<file path="src/rtl/bcd_conv_arbiter.sv">
// bcd_conv_arbiter
//   Round-robin arbiter that shares one binary-to-BCD converter among N
//   requesters. Each grant launches one conversion through the converter's
//   active-low start/done handshake. The captured 8-digit packed BCD result
//   is returned together with the winner's ID.
//
// Parameters
//   N    number of requesters (2..8)
//   IDW  requester ID width, ceil(log2 N)
//
// Ports
//   clk           system clock, rising edge
//   rst           asynchronous active-low reset
//   req           level request, one bit per requester
//   req_value     packed 26-bit operands, requester i at [26i+25:26i]
//   ack           one-cycle pulse to the served requester
//   resp_valid    one-cycle response strobe
//   resp_id       ID of the served requester
//   resp_bcd      digit7..digit0, 4 bits each; holds until the next response
//   resp_err      conversion timed out
//   busy          high whenever the FSM is not in IDLE
//   conv_value    registered operand to the converter
//   conv_start_n  active-low start strobe to the converter
//   conv_ready    converter idle
//   conv_done_n   active-low done from the converter; digits valid same cycle
//   conv_digits   converter result digits
//
// Build option
//   BCD_ARB_TIMEOUT_EN  when defined, WAIT gives up after 96 cycles without
//                       done and returns resp_err=1 with resp_bcd=0.
module bcd_conv_arbiter #(
  parameter int unsigned N   = 4,
  parameter int unsigned IDW = 2
) (
  input  logic              clk,
  input  logic              rst,
  input  logic [N-1:0]      req,
  input  logic [N*26-1:0]   req_value,
  output logic [N-1:0]      ack,
  output logic              resp_valid,
  output logic [IDW-1:0]    resp_id,
  output logic [31:0]       resp_bcd,
  output logic              resp_err,
  output logic              busy,
  output logic [25:0]       conv_value,
  output logic              conv_start_n,
  input  logic              conv_ready,
  input  logic              conv_done_n,
  input  logic [31:0]       conv_digits
);

  typedef enum logic [1:0] {
    S_IDLE,
    S_START,
    S_WAIT,
    S_RESP
  } state_t;

  state_t          r_state;
  state_t          w_next;
  logic [IDW-1:0]  r_ptr;
  logic [IDW-1:0]  r_id;
  logic [25:0]     r_value;
  logic [31:0]     r_bcd;

  logic            w_found;
  logic [IDW-1:0]  w_win;
  logic [25:0]     w_win_value;
  int unsigned     w_idx;

`ifdef BCD_ARB_TIMEOUT_EN
  logic [6:0]      r_tcnt;
  logic            r_err;
  logic            w_timeout;
  assign w_timeout = (r_tcnt == 7'd96);
`endif

  // Round-robin search: first set request above the last winner, with wrap.
  always_comb begin
    w_found     = 1'b0;
    w_win       = '0;
    w_win_value = '0;
    w_idx       = 0;
    for (int unsigned k = 1; k <= N; k++) begin
      w_idx = (32'(r_ptr) + k) % N;
      if (!w_found && req[w_idx]) begin
        w_found     = 1'b1;
        w_win       = IDW'(w_idx);
        w_win_value = req_value[w_idx*26 +: 26];
      end
    end
  end

  always_comb begin
    w_next = r_state;
    case (r_state)
      S_IDLE:  if (w_found && conv_ready) w_next = S_START;
      S_START: w_next = S_WAIT;
      S_WAIT: begin
        if (!conv_done_n) w_next = S_RESP;
`ifdef BCD_ARB_TIMEOUT_EN
        else if (w_timeout) w_next = S_RESP;
`endif
      end
      S_RESP:  w_next = S_IDLE;
      default: w_next = S_IDLE;
    endcase
  end

  always_ff @(posedge clk or negedge rst) begin
    if (!rst) begin
      r_state <= S_IDLE;
      r_ptr   <= IDW'(N - 1);
      r_id    <= '0;
      r_value <= '0;
      r_bcd   <= '0;
    end else begin
      r_state <= w_next;
      case (r_state)
        S_IDLE: begin
          if (w_found && conv_ready) begin
            r_id    <= w_win;
            r_value <= w_win_value;
          end
        end
        S_WAIT: begin
          if (!conv_done_n) r_bcd <= conv_digits;
`ifdef BCD_ARB_TIMEOUT_EN
          else if (w_timeout) r_bcd <= '0;
`endif
        end
        S_RESP: r_ptr <= r_id;
        default: ;
      endcase
    end
  end

`ifdef BCD_ARB_TIMEOUT_EN
  always_ff @(posedge clk or negedge rst) begin
    if (!rst) begin
      r_tcnt <= '0;
      r_err  <= 1'b0;
    end else begin
      if (r_state == S_START) r_tcnt <= '0;
      else if (r_state == S_WAIT) r_tcnt <= r_tcnt + 7'd1;

      if (r_state == S_WAIT) begin
        if (!conv_done_n) r_err <= 1'b0;
        else if (w_timeout) r_err <= 1'b1;
      end
    end
  end
  assign resp_err = r_err;
`else
  assign resp_err = 1'b0;
`endif

  // Strobes are decoded from the registered state, so they are clean
  // single-cycle pulses that line up with the state boundaries.
  always_comb begin
    ack = '0;
    if (r_state == S_RESP) ack[r_id] = 1'b1;
  end

  assign resp_valid   = (r_state == S_RESP);
  assign resp_id      = r_id;
  assign resp_bcd     = r_bcd;
  assign busy         = (r_state != S_IDLE);
  assign conv_value   = r_value;
  assign conv_start_n = (r_state != S_START);

endmodule

</file>
<file path="config.mk">
export PLATFORM = sky130hd
export DESIGN_NAME = bcd_conv_arbiter
export DESIGN_NICKNAME = d
export VERILOG_FILES = /design/src/rtl/bcd_conv_arbiter.sv
export SDC_FILE = /design/constraint.sdc
export NUM_CORES = 1
export LEC_CHECK = 0
export ABC_CLOCK_PERIOD_IN_PS = 5950
export CORE_MARGIN = 4
export CORE_UTILIZATION = 49
export CTS_BUF_LIST = sky130_fd_sc_hd__clkbuf_8
export DETAILED_ROUTE_END_ITERATION = 6
export PLACE_DENSITY_LB_ADDON = 0.05
export REMOVE_ABC_BUFFERS = 1
export SYNTH_ARGS = -nofsm -noshare
export SYNTH_HDL_FRONTEND = slang
export SYNTH_SLANG_ARGS = --single-unit
</file>
<file path="constraint.sdc">
create_clock -name clk -period 5.95 [get_ports clk]
set_input_delay 1.19 -clock clk [delete_from_list [all_inputs] [get_ports clk]]
set_output_delay 1.19 -clock clk [all_outputs]
set_load 0.02 [all_outputs]
</file>
==> metrics <==
P_leak 2.800 nW; synthesized area between 0.005 and 0.006 mm^2; H-tree levels 3; post-synth top area cell dfrtp_1; Nets 874; adder-cell area share of the yosys netlist 1.201%; CP arrival around 3800 ps; critical path class in -> reg; CP endpoint kind flip-flop; Post-synth EDFFs 0; hpwl dp between 10000 and 15000 um; post-route minimum period ~3500 ps; total die area ~0.012 mm^2; warnings from Yosys 0; Worst-Margin Slew 1117 ps; relative slew slack 25.51%; initial antenna violation count 0; Worst path max stage delay 850 ps; RD Place Congestion 0.8434; Final Cell Area between 0.007 and 0.008 mm^2; f_max 0.2825 GHz; Die Ht 111.1 um; Worst Clk Skew 14.17 ps; top_reg_cell synth dfrtp_1; post-synthesis register bit count 64; Area contributors post-synth dfrtp_1 (30%), mux2i_1 (20%), mux2_2 (7.1%); total length of routed wires 17810 um; top cells by count, synth mux2i_1 (104), dfrtp_1 (62), a21oi_1 (56), o21ai_0 (56), mux2_2 (33); crit-path cells clkdlybuf4s50_1, nand3b_2, nor2_1, o21ai_2, buf_4, o32ai_1, o22a_1; DRT iter0 DRCs 386; DP Area 0.007263 mm^2; syn avg cell area 9.451 um^2; xor/xnor share of the synthesized area 0%; sequential area share after synthesis 30.80%; Cell variety after synth 49; Overflow after GRT 0; drc violations 0; post-synth top area share 29.79%; # Post-CTS Setup Buffers 0; PortBufs 210; CP startpoint kind primary input; Critical Path Fanout Max 28; vias in the first global route 5797; Core Util, Final approximately 73%; most common cell in the netlist mux2i_1; RSZ-0062 raised after global routing false; complex-gate fraction of the synthesized area 28.81%; Final Cycle Share 59.50%; DRT Pass-1 Iters 5; slowest CP cell clkdlybuf4s50_1; IO Pins 212; pin count of the biggest net entering global routing around 70; CP required roughly 6200 ps; Synth Instances 551; pwr/cell area roughly 460 mW/mm^2; GRT Overall Usage 27.89%; CTS tree done; starting density of the core 50.44%; simple-gate share of the synthesized area 4.974%; Hold WC Path Type reg -> reg; first-pass GRT wire length 28700 um; # diodes 0; Synth async-reset ratio 100.0%; clock latency on the worst-skew pair 350 ps; Longest Clk Path Bufs 2; TritonCTS Sinks 64; max cap viols 0; post-cts sizing count 0; TritonCTS Buffers 9; Tot Pwr 0.003474 W; largest family of logic cells by synthesized area compound AO/OA/AOI/OAI gates; core area 0.01032 mm^2; Syn-to-layout area delta 44.31%; Avg Vias per Cell 6.409; post-synthesis mux area share 27.65%; cts hold-fix bufs 0; Final Hold Fails 0; peak supply drop approximately 310 uV; layout cells sized above 1 10.55%; row cnt 37; post-route ant nets 0; DR WL/cell 20.56 um; Clock Pin Slew Worst Setup and Hold Paths 80 ps; Via Count 5550; status completed; Clock Tree Root clkbuf_8; setup tns final 0 ps; final setup fails 0; width of the die 111.1 um; Final Max Tran Viols 0
[cell families after synthesis]
kind of cell,count (synthesis)
AO/OA/AOI/OAI,230
buffers and inverters,65
flip-flops,64
AND/OR/NAND/NOR,47
adder cells (fa/ha/maj),5
multiplexers,139
other,1
[registers in the layout (all words and copies together) (netlist names)]
| name | count |
|---|---|
| resp_bcd | 32 |
| conv_value | 26 |
| r_state | 2 |
| r_ptr | 2 |
| resp_id | 2 |
[per-layer routing]
layer  routed length, um  part of all wire [%]  GRT usage (%)  vias up
met3                1719                   9.7          5.895       46
met4                 408                   2.3          10.62        0
li1                    -                     -              -     2496
met2                8990                    50          49.39      326
met5                   0                     0              0        -
met1                6690                    38          33.05     2682
[power by group]
group          internal [W]  total [W]  switching (W)
clock network      0.000291   0.000483       0.000191
registers          0.000666   0.000915       0.000249
logic               0.00104    0.00208        0.00104
[worst paths after layout]
kind / slack, ps / cells after the start / from / end
max: 2410 / 7 / req[1] / conv_value[24]
min: 510 / 1 / resp_bcd[21] / resp_bcd[21]
max reg2reg: 2740 / 6 / r_ptr[1] / conv_value[22]
min reg2reg: 510 / 1 / resp_bcd[21] / resp_bcd[21]
max in group asynchronous: 4340 / 2 / rst / conv_value[7]
min in group asynchronous: 1010 / 2 / rst / conv_value[18]
[worst max-delay path, delay by kind of cell]
family | cells | cell delay (ps)
buf+inv | 2 | 1120
compound gates | 3 | 510
simple gates | 2 | 990
[cell usage in the layout, fill, tap and decap left out, types with 2 or more instances in the layout]
master,count
mux2_2,33
a21oi_2,2
nand3_1,4
clkinvlp_4,2
o22ai_1,27
o211ai_1,23
buf_4,11
mux2i_1,104
nand2_1,11
dfrtp_1,62
inv_1,7
o211ai_2,2
clkdlybuf4s50_1,209
a21boi_0,2
nor3_1,2
ha_1,5
mux2i_2,2
a211oi_1,2
bufinv_16,3
a21oi_1,55
clkbuf_8,10
nand3b_2,2
o21ai_0,56
o32ai_1,25
a31oi_1,2
or3b_1,3
o22a_1,25
nor2_1,13
[layout make-up]
type	instances	area, um^2
repair buffers	221	2180
fillers	736	2809
multi-input cells	422	3279
clock inverters	6	113.9
flip-flops and latches	64	1608
well taps	136	170.2
inverters	7	26.28
clock buffers	10	137.6
[through the flow]
| stage | hold WS, ps | setup slack (ps) | instances |
|---|---|---|---|
| after global routing | 533.3 | 2280 | 866 |
| after CTS | 513.1 | 2481 | 866 |
| after detailed placement | 494.6 | 2148 | 850 |
| after global placement | 488.5 | 2248 | 850 |
| final | 509.4 | 2410 | 866 |
| after floorplan | 538.2 | 1741 | 493 |
(Power assumes the default switching activity.)
